<file path="src/rtl/brlite_tx_queue_pkg.sv">
// Shared types for the BrLite transmit queue: MMR map, FSM states and the
// message format presented to the router local port.
package DMNIPkg;

    typedef enum logic [3:0] {
        BRQ_SERVICE    = 4'd0,
        BRQ_KSVC       = 4'd1,
        BRQ_TARGET     = 4'd2,
        BRQ_PRODUCER   = 4'd3,
        BRQ_PAYLOAD    = 4'd4,
        BRQ_PUSH       = 4'd5,
        BRQ_FLUSH      = 4'd6,
        BRQ_STATUS     = 4'd7,
        BRQ_IRQ_STATUS = 4'd8,
        BRQ_IRQ_EN     = 4'd9,
        BRQ_DEPTH      = 4'd10
    } brq_mmr_t;

    typedef enum logic [1:0] {
        IDLE = 2'd0,
        REQ  = 2'd1,
        GAP  = 2'd2
    } brq_state_t;

    typedef struct packed {
        logic [1:0]  service;
        logic [7:0]  ksvc;
        logic [15:0] seq_target;
        logic [15:0] producer;
        logic [31:0] payload;
    } brlite_out_t;

endpackage

</file>
<file path="src/rtl/brlite_tx_queue_fifo.sv">
// Message FIFO for the BrLite transmit queue: storage, pointers, occupancy,
// plus a flush that can optionally keep the in-flight head entry.
module brq_fifo
    import DMNIPkg::*;
#(
    parameter int unsigned DEPTH = 4,
    localparam int unsigned CNT_W = $clog2(DEPTH) + 1
) (
    input  logic             clk_i,
    input  logic             rst_i,
    input  logic             push_i,
    input  logic             pop_i,
    input  logic             flush_i,
    input  logic             keep_head_i,
    input  brlite_out_t      data_i,
    output brlite_out_t      data_o,
    output logic [CNT_W-1:0] count_o,
    output logic             full_o,
    output logic             empty_o
);

    localparam int unsigned PTR_W = $clog2(DEPTH);

    brlite_out_t      r_mem [DEPTH];
    logic [PTR_W-1:0] r_wr_ptr;
    logic [PTR_W-1:0] r_rd_ptr;
    logic [CNT_W-1:0] r_count;
    logic [PTR_W-1:0] w_rd_next;

    assign w_rd_next = r_rd_ptr + PTR_W'(1);
    assign data_o    = r_mem[r_rd_ptr];
    assign count_o   = r_count;
    assign full_o    = (r_count == CNT_W'(DEPTH));
    assign empty_o   = (r_count == '0);

    always_ff @(posedge clk_i) begin
        if (rst_i) begin
            r_wr_ptr <= '0;
            r_rd_ptr <= '0;
            r_count  <= '0;
            for (int unsigned i = 0; i < DEPTH; i++) begin
                r_mem[PTR_W'(i)] <= '0;
            end
        end else begin
            if (push_i) begin
                r_mem[r_wr_ptr] <= data_i;
            end
            if (flush_i) begin
                // Keeping the head leaves exactly the entry at rd_ptr, unless
                // it is acked in this very cycle, in which case nothing remains.
                if (keep_head_i) begin
                    r_wr_ptr <= w_rd_next;
                    if (pop_i) begin
                        r_rd_ptr <= w_rd_next;
                        r_count  <= '0;
                    end else begin
                        r_count  <= CNT_W'(1);
                    end
                end else begin
                    r_wr_ptr <= r_rd_ptr;
                    r_count  <= '0;
                end
            end else begin
                if (push_i) begin
                    r_wr_ptr <= r_wr_ptr + PTR_W'(1);
                end
                if (pop_i) begin
                    r_rd_ptr <= w_rd_next;
                end
                case ({push_i, pop_i})
                    2'b10:   r_count <= r_count + CNT_W'(1);
                    2'b01:   r_count <= r_count - CNT_W'(1);
                    default: r_count <= r_count;
                endcase
            end
        end
    end

endmodule

</file>
<file path="src/rtl/brlite_tx_queue.sv">
// BrLite transmit queue: CPU-staged messages are pushed into a FIFO and
// drained to the router with a req/ack handshake; status, flush and IRQs.
module brlite_tx_queue
    import DMNIPkg::*;
#(
    parameter int unsigned BR_TXQ_DEPTH = 4
) (
    input  logic        clk_i,
    input  logic        rst_i,
    input  logic        cfg_en_i,
    input  logic        cfg_we_i,
    input  brq_mmr_t    cfg_addr_i,
    input  logic [31:0] cfg_data_i,
    output logic [31:0] cfg_data_o,
    output logic        irq_o,
    input  logic        br_local_busy_i,
    output logic        br_req_o,
    input  logic        br_ack_i,
    output brlite_out_t br_data_o
);

    localparam int unsigned CNT_W = $clog2(BR_TXQ_DEPTH) + 1;

    brlite_out_t      r_stage;
    brq_state_t       r_state;
    logic             r_req;
    logic             r_ovf;
    logic             r_drained;
    logic [1:0]       r_irq_en;

    logic             w_wr;
    logic             w_push_req;
    logic             w_push_ok;
    logic             w_flush;
    logic             w_pop;
    logic             w_set_ovf;
    logic             w_set_drained;
    logic [CNT_W-1:0] w_count;
    logic             w_full;
    logic             w_empty;

    assign w_wr          = cfg_en_i && cfg_we_i;
    assign w_push_req    = w_wr && (cfg_addr_i == BRQ_PUSH) && cfg_data_i[0];
    assign w_flush       = w_wr && (cfg_addr_i == BRQ_FLUSH) && cfg_data_i[0];
    // Full is judged before any same-cycle pop, so a push on full always loses.
    assign w_push_ok     = w_push_req && !w_full && !w_flush;
    assign w_set_ovf     = w_push_req && !w_flush && w_full;
    assign w_pop         = r_req && br_ack_i;
    assign w_set_drained = w_pop && (w_count == CNT_W'(1)) && !w_push_ok;

    brq_fifo #(
        .DEPTH (BR_TXQ_DEPTH)
    ) u_fifo (
        .clk_i       (clk_i),
        .rst_i       (rst_i),
        .push_i      (w_push_ok),
        .pop_i       (w_pop),
        .flush_i     (w_flush),
        .keep_head_i (r_state == REQ),
        .data_i      (r_stage),
        .data_o      (br_data_o),
        .count_o     (w_count),
        .full_o      (w_full),
        .empty_o     (w_empty)
    );

    always_ff @(posedge clk_i) begin
        if (rst_i) begin
            r_stage <= '0;
        end else if (w_wr) begin
            case (cfg_addr_i)
                BRQ_SERVICE:  r_stage.service    <= cfg_data_i[1:0];
                BRQ_KSVC:     r_stage.ksvc       <= cfg_data_i[7:0];
                BRQ_TARGET:   r_stage.seq_target <= cfg_data_i[15:0];
                BRQ_PRODUCER: r_stage.producer   <= cfg_data_i[15:0];
                BRQ_PAYLOAD:  r_stage.payload    <= cfg_data_i;
                default:      r_stage            <= r_stage;
            endcase
        end
    end

    always_ff @(posedge clk_i) begin
        if (rst_i) begin
            r_state <= IDLE;
            r_req   <= 1'b0;
        end else begin
            case (r_state)
                IDLE: begin
                    if (!w_empty && !br_local_busy_i && !w_flush) begin
                        r_state <= REQ;
                        r_req   <= 1'b1;
                    end
                end
                REQ: begin
                    if (br_ack_i) begin
                        r_state <= GAP;
                        r_req   <= 1'b0;
                    end
                end
                default: begin
                    r_state <= IDLE;
                    r_req   <= 1'b0;
                end
            endcase
        end
    end

    always_ff @(posedge clk_i) begin
        if (rst_i) begin
            r_ovf     <= 1'b0;
            r_drained <= 1'b0;
            r_irq_en  <= '0;
        end else begin
            if (w_set_drained) begin
                r_drained <= 1'b1;
            end else if (w_wr && (cfg_addr_i == BRQ_IRQ_STATUS) && cfg_data_i[0]) begin
                r_drained <= 1'b0;
            end
            if (w_set_ovf) begin
                r_ovf <= 1'b1;
            end else if (w_wr && (cfg_addr_i == BRQ_IRQ_STATUS) && cfg_data_i[1]) begin
                r_ovf <= 1'b0;
            end
            if (w_wr && (cfg_addr_i == BRQ_IRQ_EN)) begin
                r_irq_en <= cfg_data_i[1:0];
            end
        end
    end

    assign br_req_o = r_req;
    assign irq_o    = (r_irq_en[0] & r_drained) | (r_irq_en[1] & r_ovf);

    always_comb begin
        cfg_data_o = '0;
        case (cfg_addr_i)
            BRQ_STATUS:     cfg_data_o = {16'd0, 8'(w_count), 4'd0, r_state, w_full, w_empty};
            BRQ_IRQ_STATUS: cfg_data_o = {30'd0, r_ovf, r_drained};
            BRQ_IRQ_EN:     cfg_data_o = {30'd0, r_irq_en};
            BRQ_DEPTH:      cfg_data_o = 32'(BR_TXQ_DEPTH);
            default:        cfg_data_o = '0;
        endcase
    end

endmodule

</file>
<file path="config.mk">
export PLATFORM = sky130hd
export DESIGN_NAME = brlite_tx_queue
export DESIGN_NICKNAME = d
export VERILOG_FILES = /design/src/rtl/brlite_tx_queue_pkg.sv /design/src/rtl/brlite_tx_queue_fifo.sv /design/src/rtl/brlite_tx_queue.sv
export SDC_FILE = /design/constraint.sdc
export NUM_CORES = 1
export LEC_CHECK = 0
export BUFFER_PORTS_ARGS = -buffer_cell sky130_fd_sc_hd__buf_4
export CAP_MARGIN = 10
export CORE_MARGIN = 3
export CORE_UTILIZATION = 35
export CTS_BUF_LIST = sky130_fd_sc_hd__clkbuf_8
export DETAILED_ROUTE_END_ITERATION = 8
export GPL_ROUTABILITY_DRIVEN = 0
export GPL_TIMING_DRIVEN = 0
export PLACE_DENSITY = 0.5
export SYNTH_ARGS = -nofsm -noshare
export SYNTH_HDL_FRONTEND = slang
export SYNTH_SLANG_ARGS = --single-unit
</file>
<file path="constraint.sdc">
create_clock -name clk_i -period 22.2 [get_ports clk_i]
set_input_delay 6.66 -clock clk_i [delete_from_list [all_inputs] [get_ports clk_i]]
set_output_delay 6.66 -clock clk_i [all_outputs]
set_load 0.005 [all_outputs]
</file>
Word-level counts from Yosys, hierarchy flattened --
Memory sizes are Yosys's and may differ from the RTL's. A register that Yosys moved wholly into a read port is not among the register bits. Cells that the tools add are included. W data, S select, Z words.
Storage, ports and cells: register bits after elaboration 88, bits in writable memories 296, bits of input ports 42, output and inout port bits 108, logic and storage cells 107, memories kept 1
Operators by class: add/subtract/negate cells 4, equality and inequality tests 18, multiplexer cells 31, bitwise gates (word level) 3, reductions and logical operators 37
Memory list:
- u_fifo.r_mem | depth 4, width 74, read ports 1, clocked after memory_dff 1, wr ports 4, RTL line brlite_tx_queue_fifo.sv:24 | brlite_out_t r_mem [DEPTH];
Operator list (number):
- $mux W74 | 1
- $reduce_or A74 Y1 | 1
- $pmux W11 S4 | 1
- $mux W2 | 11
- $logic_and A1 B1 Y1 | 18
- $eq A4 B3 Y1 const B | 4
- $mux W1 | 14
- $eq A4 B4 Y1 const B | 3
- $reduce_and A2 Y1 | 6
- $eq A4 B2 Y1 const B | 2
- $pmux W3 S2 | 1
- $reduce_bool A2 Y1 | 3
- $logic_not A1 Y1 | 5
- $add A2 B1 Y2 const B | 2
- $eq A2 B1 Y1 const B | 2
- $eq A4 B1 Y1 const B | 1
- $logic_not A4 Y1 | 1
- $ne A2 B2 Y1 const B | 2
- $pmux W2 S2 | 1
- $add A3 B1 Y3 const B | 1
- $eq A3 B1 Y1 const B | 1
- $eq A3 B3 Y1 const B | 1
- $logic_not A3 Y1 | 1
- $mux W3 | 1
- 8 further kinds | 9

Depth between registers and ports, before layout --
Gate-level depths: netlist of the first run.
depth in word-level cells 10, mapped depth 9, gate-level depth less buffers 9

By module --
From an unflattened synthesis of the first run, not the netlist that was laid out.
Unflattened totals: cell total of the unflattened synthesis 1209, area total of the unflattened synthesis 16387.0 µm²
Modules (own cells, without submodules):
- brq_fifo | times used 1, cells an instance 845, area an instance 12742.2 µm², seq. area each 9068.7 µm²
- brlite_tx_queue | times used 1, cells an instance 364, area an instance 3644.7 µm², seq. area each 1601.5 µm²

Least setup slack after synthesis of the first run --
No wires, ideal clock.
kind input-to-reg, start point input cfg_data_i[0], end point memory u_fifo.r_mem[2][0] (netlist name) (enable), library setup time 0.708 ns, arrival time 14.819 ns, required time 21.492 ns, path slack 6.673 ns, stages on the path 5, buffers on the path 2, cell sequence buf_2 and3b_1 buf_4 nand3_4 o41ai_1
RTL lines:
- from (decl) | RTL line brlite_tx_queue.sv:13 | input logic [31:0] cfg_data_i,
- to (decl) | RTL line brlite_tx_queue_fifo.sv:24

Final worst setup path of the first run --
start point input cfg_addr_i[2], end point output cfg_data_o[0]
Between the ends: cells in the longest elaborated chain, start to end 2, elaborated cells on any way between the ends 5, those cells by class eq/ne (4); mux (1)
RTL lines:
- from (decl) | RTL line brlite_tx_queue.sv:12 | input brq_mmr_t cfg_addr_i,
- $eq A4 B4 Y1 / $eq A4 B3 Y1 (equally long branches) | RTL line brlite_tx_queue.sv:135 | case (cfg_addr_i)
- $pmux W11 S4 * | RTL line brlite_tx_queue.sv:135
- to (decl) | RTL line brlite_tx_queue.sv:14 | output logic [31:0] cfg_data_o,
Every way passes the cells marked *; elsewhere a longest branch is shown, timed or not.

==> metrics.txt, run 1 <==
Power Density 73.6 mW/mm2; crit end category output pin; Netlist cell types 50; Core Util, Final 42.9%; standard-cell rows 79; Critical Path RT 15.54 ns; Seq/Total Area, Yosys 64.4%; Post-DP Area 0.0188 mm2; area delta synth->final 20.7%; post-layout min period 14.52 ns; Inserted Clock Buffers 68; synthesized flop and latch total 385; design area 0.0200 mm2; hold crit path type reg -> reg; met3 wire length 2.42 mm; WL met1 21.8 mm; clk sinks 385; RSZ-0062 raised after global routing no; synth warn 0; Cells after Synth 1,212; ys flop type edfxtp_1; CTS tree yes; startpoint types primary input; VDD IR max 0.0307 mV; CTS Buffer Depth 3; crit-path max FO 8; routed wl met2 22.7 mm; Final nets 1,502; crit path kind in -> out; Final Hold Vio Count 0; Post-route DRC 0; mapped cell area 0.0166 mm2; Synth Area in Compound Gates 2.91%; Core Box Area 0.0467 mm2; Worst slew margin 29.5%; HPWL after DPL 32.9 mm; H-tree levels 3; Root Driver clkbuf_8; IO buf count 122; largest net degree at the start of global routing 24; Worst-Margin Slew 1.05 ns; Tcrit/Tclk final 65.4%; Chip Width 224 um; top post-synthesis cells by area edfxtp_1 (54%), dfxtp_1 (11%), mux4_2 (10%); syn avg cell area 13.7 um2; Synth Area in XOR/XNOR 0.423%; Post-Route WL 48.2 mm; status finished, final reports clean; CTS resizes 0; Setup TNS 0 ns; first-pass GRT wire length 70.9 mm; IO Pins 150; Post-CTS Setup Bufs 0; Fmax achieved 0.0689 GHz; DR iter-0 viols 712; Post-Synth Simple-Gate Area 17.4%; vias 10.5k; Slew Viols, Final 0; Clock transition at path regs 0.05 ns; final setup vio count 0; crit path DAT 7.86 ns; Vias/cell 4.97; GRT Residual Overflow 0; Lkg Pwr 7.71 nW; vias in the first global route 10.8k; starting density of the core 35.5%; Post-synth EDFFs 296; post-synth top area cell edfxtp_1; layout cells sized above 1 25.0%; Post-CTS Hold Buffers 0; antenna viol nets, final 0; DRT Pass-1 Iters 5; fraction of registers with async set/reset 0%; Max-Cap Viols 0; Die Span Y 224 um; Final Skew 0.0229 ns; post-synthesis mux area share 10.5%; DR top layer met4; Post-Synth Adder-Cell Area 0.377%; largest family of logic cells by synthesized area simple AND/OR/NAND/NOR gates; wire per inst 22.7 um; initial antenna violation count 0; die area 0.0500 mm2; clock latency on the worst-skew pair 0.60 ns; Fill cells 4,451; GRT Util Overall 19.3%; share of the synthesized area in the top cell type 53.6%
## critical path, stage by stage
cell     delay [ns]
buf_4          0.12
nor2b_1        0.32
nand3_1        0.24
o22ai_1        0.35
buf_4          0.18
## area by class of cell
type / instances / area, um2 / share of cell area [%]
Antenna cell: 1 / 2.50 / 0.0125
Buffer: 115 / 657 / 3.28
Clock buffer: 77 / 1060 / 5.30
Clock inverter: 47 / 180 / 0.900
Inverter: 5 / 18.8 / 0.0938
Multi-Input combinational cell: 731 / 5370 / 26.8
Sequential cell: 385 / 10700 / 53.3
Tap cell: 607 / 759 / 3.80
Timing Repair Buffer: 149 / 1300 / 6.49
## cell usage after synthesis, types with 2 or more instances
library cell	count
dfxtp_1	89
nand2b_1	2
clkbuf_2	6
buf_4	29
nor2_1	17
nor4b_1	3
o22ai_1	2
nor2b_1	3
buf_1	4
and2_1	209
xnor2_1	5
and3_1	77
ha_1	5
clkbuf_1	49
nand2_1	156
mux4_2	74
edfxtp_1	296
xor2_1	3
nand3_1	15
nand4_1	5
buf_2	15
buf_6	12
a31oi_1	3
o21ai_0	3
nor3_1	16
inv_1	5
mux2i_1	7
and3b_1	4
a21oi_1	77
## routing by layer
metal	vias to the layer above	global-route usage [%]
li1	4837	-
met1	5295	26.6
met2	304	30.9
met3	76	3.58
met4	0	6.34
met5	-	0
## logic make-up (layout without fill, tap and decap cells)
| group | Yosys count | after routing |
|---|---|---|
| mux | 81 | 81 |
| simple gates | 521 | 521 |
| flops | 385 | 385 |
| xor+xnor | 8 | 8 |
| compound gates | 91 | 91 |
| other cells | 1 | 26 |
| fa+ha+maj | 5 | 5 |
| buf+inv | 120 | 393 |
## registers in the layout, indices dropped and copies added, names as in the netlist, named ones only
signal	flops
br_req_o	1
r_drained	1
r_irq_en	2
r_ovf	1
r_stage	74
r_state	1
u_fifo.count_o	3
u_fifo.r_mem	296
u_fifo.r_rd_ptr	2
u_fifo.r_wr_ptr	2
## layout by cell type (no fill, tap or decap), types with 2 or more instances in the layout
cell	netlist	routed
edfxtp_1	296	296
clkbuf_2	6	6
clkbuf_8	0	77
and3_1	77	77
a31oi_1	3	3
a21oi_1	77	77
nor3_1	16	16
nand4_1	5	5
buf_1	4	4
inv_1	5	46
and3b_1	4	4
buf_8	0	4
ha_1	5	5
buf_12	0	5
nor2_1	17	17
nand2_1	156	156
nor2b_1	3	3
clkbuf_1	49	49
mux2i_1	7	7
nand3_1	15	15
dfxtp_1	89	89
buf_2	15	15
buf_6	12	14
buf_16	0	4
xor2_1	3	3
mux4_2	74	74
nand2b_1	2	2
clkinv_1	0	3
nor4b_1	3	3
and2_1	209	209
o22ai_1	2	2
o21ai_4	0	2
conb_1	1	25
buf_4	29	163
xnor2_1	5	5
clkinv_2	0	3
## final timing paths
path                            cells past startpoint  slack, ns                                end                            from
worst max register to register                     10      19.00  u_fifo.r_mem[2][25]$_SDFFCE_PN0P_  u_fifo.count_o[0]$_SDFFE_PP0P_
worst max-delay path                                5       7.68                      cfg_data_o[0]                   cfg_addr_i[2]
worst min-delay path                                2       0.48                 r_ovf$_SDFFE_PP0P_              r_ovf$_SDFFE_PP0P_
worst min register to register                      2       0.48                 r_ovf$_SDFFE_PP0P_              r_ovf$_SDFFE_PP0P_
## through the flow
| stage | hold WS [ns] | setup WS [ns] | total power [mW] | cells |
|---|---|---|---|---|
| 4_1_cts | 0.477 | 7.65 | 1.49 | 2116 |
| 3_5_place_dp | 0.470 | 7.65 | 0.886 | 1992 |
| 6_report | 0.477 | 7.68 | 1.47 | 2117 |
| 5_1_grt | 0.495 | 7.62 | 1.53 | 2116 |
| 3_3_place_gp | 0.469 | -0.692 | 0.888 | 1965 |
| 2_1_floorplan | 0.449 | 6.67 | 0.846 | 1236 |
## report_power, final
part | total [mW] | switching, mW | internal, mW
registers | 0.799 | 0.00597 | 0.793
clock network | 0.602 | 0.287 | 0.315
logic | 0.0714 | 0.0403 | 0.0311
Note: power is estimated with default switching activity, not from simulation.
==> inputs of run 2 (changes only) <==
Settings changed: PLACE_DENSITY 0.5 to 0.52.
Clock period 22.2 ns to 12.1 ns, I/O delays scaled along.
==> run 2 against run 1 <==
Effect of this change:
- worst hold slack improved by 0.0045 ns
- die area did not move
- clock power rose by 94%
- wire length fell by 1.6%
- critical endpoint unchanged
- largest cell class unchanged
==> metrics.txt, run 2 (synthesized netlist as in run 1, its figures left out) <==
Lkg Pwr 7.70 nW; worst r2r src u_fifo.count_o[0]$_SDFFE_PP0P_; design area 0.0201 mm2; Comb pwr share 4.7%; layout cells sized above 1 25.2%; cell internal pwr 2.14 mW; status finished, final reports clean; Fmax achieved 0.118 GHz; VDD IR max 0.0676 mV; largest net degree at the start of global routing 23; Post-DP Area 0.0187 mm2; CP Cell Sequence buf_4, nor2b_1, nand3_1, o22ai_1, buf_4; startpoint types primary input; vias 10.5k; first-pass GRT wire length 69.8 mm; Critical Path RT 8.47 ns; crit end category output pin; initial antenna violation count 0; Inserted Clock Buffers 69; CTS Buffer Depth 3; Post-CTS Setup Bufs 0; RSZ-0062 raised after global routing no; CTS tree yes; Most flops, register u_fifo.r_mem; H-tree levels 3; Min Hold Slack 0.481 ns; Tcrit/Tclk final 70.1%; Post-route DRC 0; vias in the first global route 10.8k; Final Skew 0.0174 ns; hold crit path type reg -> reg; origin of the worst setup path cfg_addr_i[2]; Post-Route WL 47.4 mm; Worst slew margin 35.6%; area delta synth->final 21.1%; IO Pins 150; CP max stage delay 0.37 ns; switch share 22.5%; most frequent cells in the layout edfxtp_1 (296), and2_1 (209), nand2_1 (156), buf_4 (151), dfxtp_1 (89); Final nets 1,495; clk sinks 385; commonest non-fill, non-tap cell in the layout edfxtp_1; Chip Width 224 um; starting density of the core 35.5%; antenna viol nets, final 0; Post-CTS Hold Buffers 0; die area 0.0500 mm2; Power Density 138 mW/mm2; Final Hold Vio Count 0; Core Box Area 0.0467 mm2; routed wl met2 22.7 mm; CTS resizes 0; post-layout min period 8.48 ns; Die Span Y 224 um; Clock transition at path regs 0.05 ns; Vias/cell 4.95; Worst-Margin Slew 0.962 ns; crit path DAT 4.85 ns; standard-cell rows 79; crit-path max FO 8; DR top layer met4; HPWL after DPL 32.6 mm; final setup vio count 0; wire per inst 22.4 um; Slew Viols, Final 0; DR iter-0 viols 810; crit path kind in -> out; max reg flops 296; Switch Pwr 0.621 mW; Crit-path slowest cell o22ai_1; clock latency on the worst-skew pair 0.60 ns; Root Driver clkbuf_8; Reg power frac 53.1%; most frequent CP cell buf_4; GRT Util Overall 19.0%; GRT Residual Overflow 0; Max-Cap Viols 0; WL met1 20.6 mm; DRT Pass-1 Iters 7; hold_sp r_ovf$_SDFFE_PP0P_; clock share of power 42.3%; met3 wire length 3.12 mm; IO buf count 122
[run 2: changes by cell type in the layout (fill, tap and decap cells not counted), moves of 3 or more]
cell        change
buf_4          -12
buf_6           +4
clkbuf_8        +4
clkinvlp_4      +3
inv_1           -5
[run 2: final cells by class]
type	count	area, um2
clock inverter	47	225
fill	4407	26600
multi-input combinational	731	5380
antenna	2	5.00
tap	607	759
clock buffer	81	1110
sequential	385	10700
buffer	115	657
inverter	5	18.8
timing repair buffer	141	1250
[run 2: worst paths after layout]
path                                       end  slack [ns]  cells after the start
max reg2reg  u_fifo.r_mem[0][25]$_SDFFCE_PN0P_        9.10                      9
max                              cfg_data_o[0]        3.62                      5
min                         r_ovf$_SDFFE_PP0P_        0.48                      2
min reg2reg                 r_ovf$_SDFFE_PP0P_        0.48                      2
[run 2: power by group through the flow]
stage	Combinational (mW)	Clock, mW	Sequential [mW]
6_report	0.129	1.17	1.47
4_1_cts	0.131	1.20	1.47
3_3_place_gp	0.117	0	1.51
3_5_place_dp	0.131	0	1.49
2_1_floorplan	0.0550	0	1.50
5_1_grt	0.138	1.25	1.47
[run 2: per-layer routing]
metal / vias to the layer above / global-route usage, %
met5: - / 0
met4: 0 / 5.14
met3: 63 / 3.93
met2: 321 / 31.1
met1: 5237 / 25.9
li1: 4837 / -
[run 2: through the flow]
stage                     power [mW]  worst slack [ns]  setup TNS (ns)  utilization (%)  instances
after floorplan                 1.55              1.75               0                -       1236
after global placement          1.63             -3.64         -825.42             39.3       1965
after detailed placement        1.62              3.57               0             40.2       1984
after CTS                       2.79              3.57               0             43.0       2112
after global routing            2.86              3.55               0             43.0       2112
final                           2.76              3.62               0             43.0       2114
[run 2: worst max-delay path, delay by kind of cell]
| family | cells | cell delay [ns] |
|---|---|---|
| AND/OR/NAND/NOR | 2 | 0.54 |
| AO/OA/AOI/OAI | 1 | 0.37 |
| buffers and inverters | 2 | 0.30 |
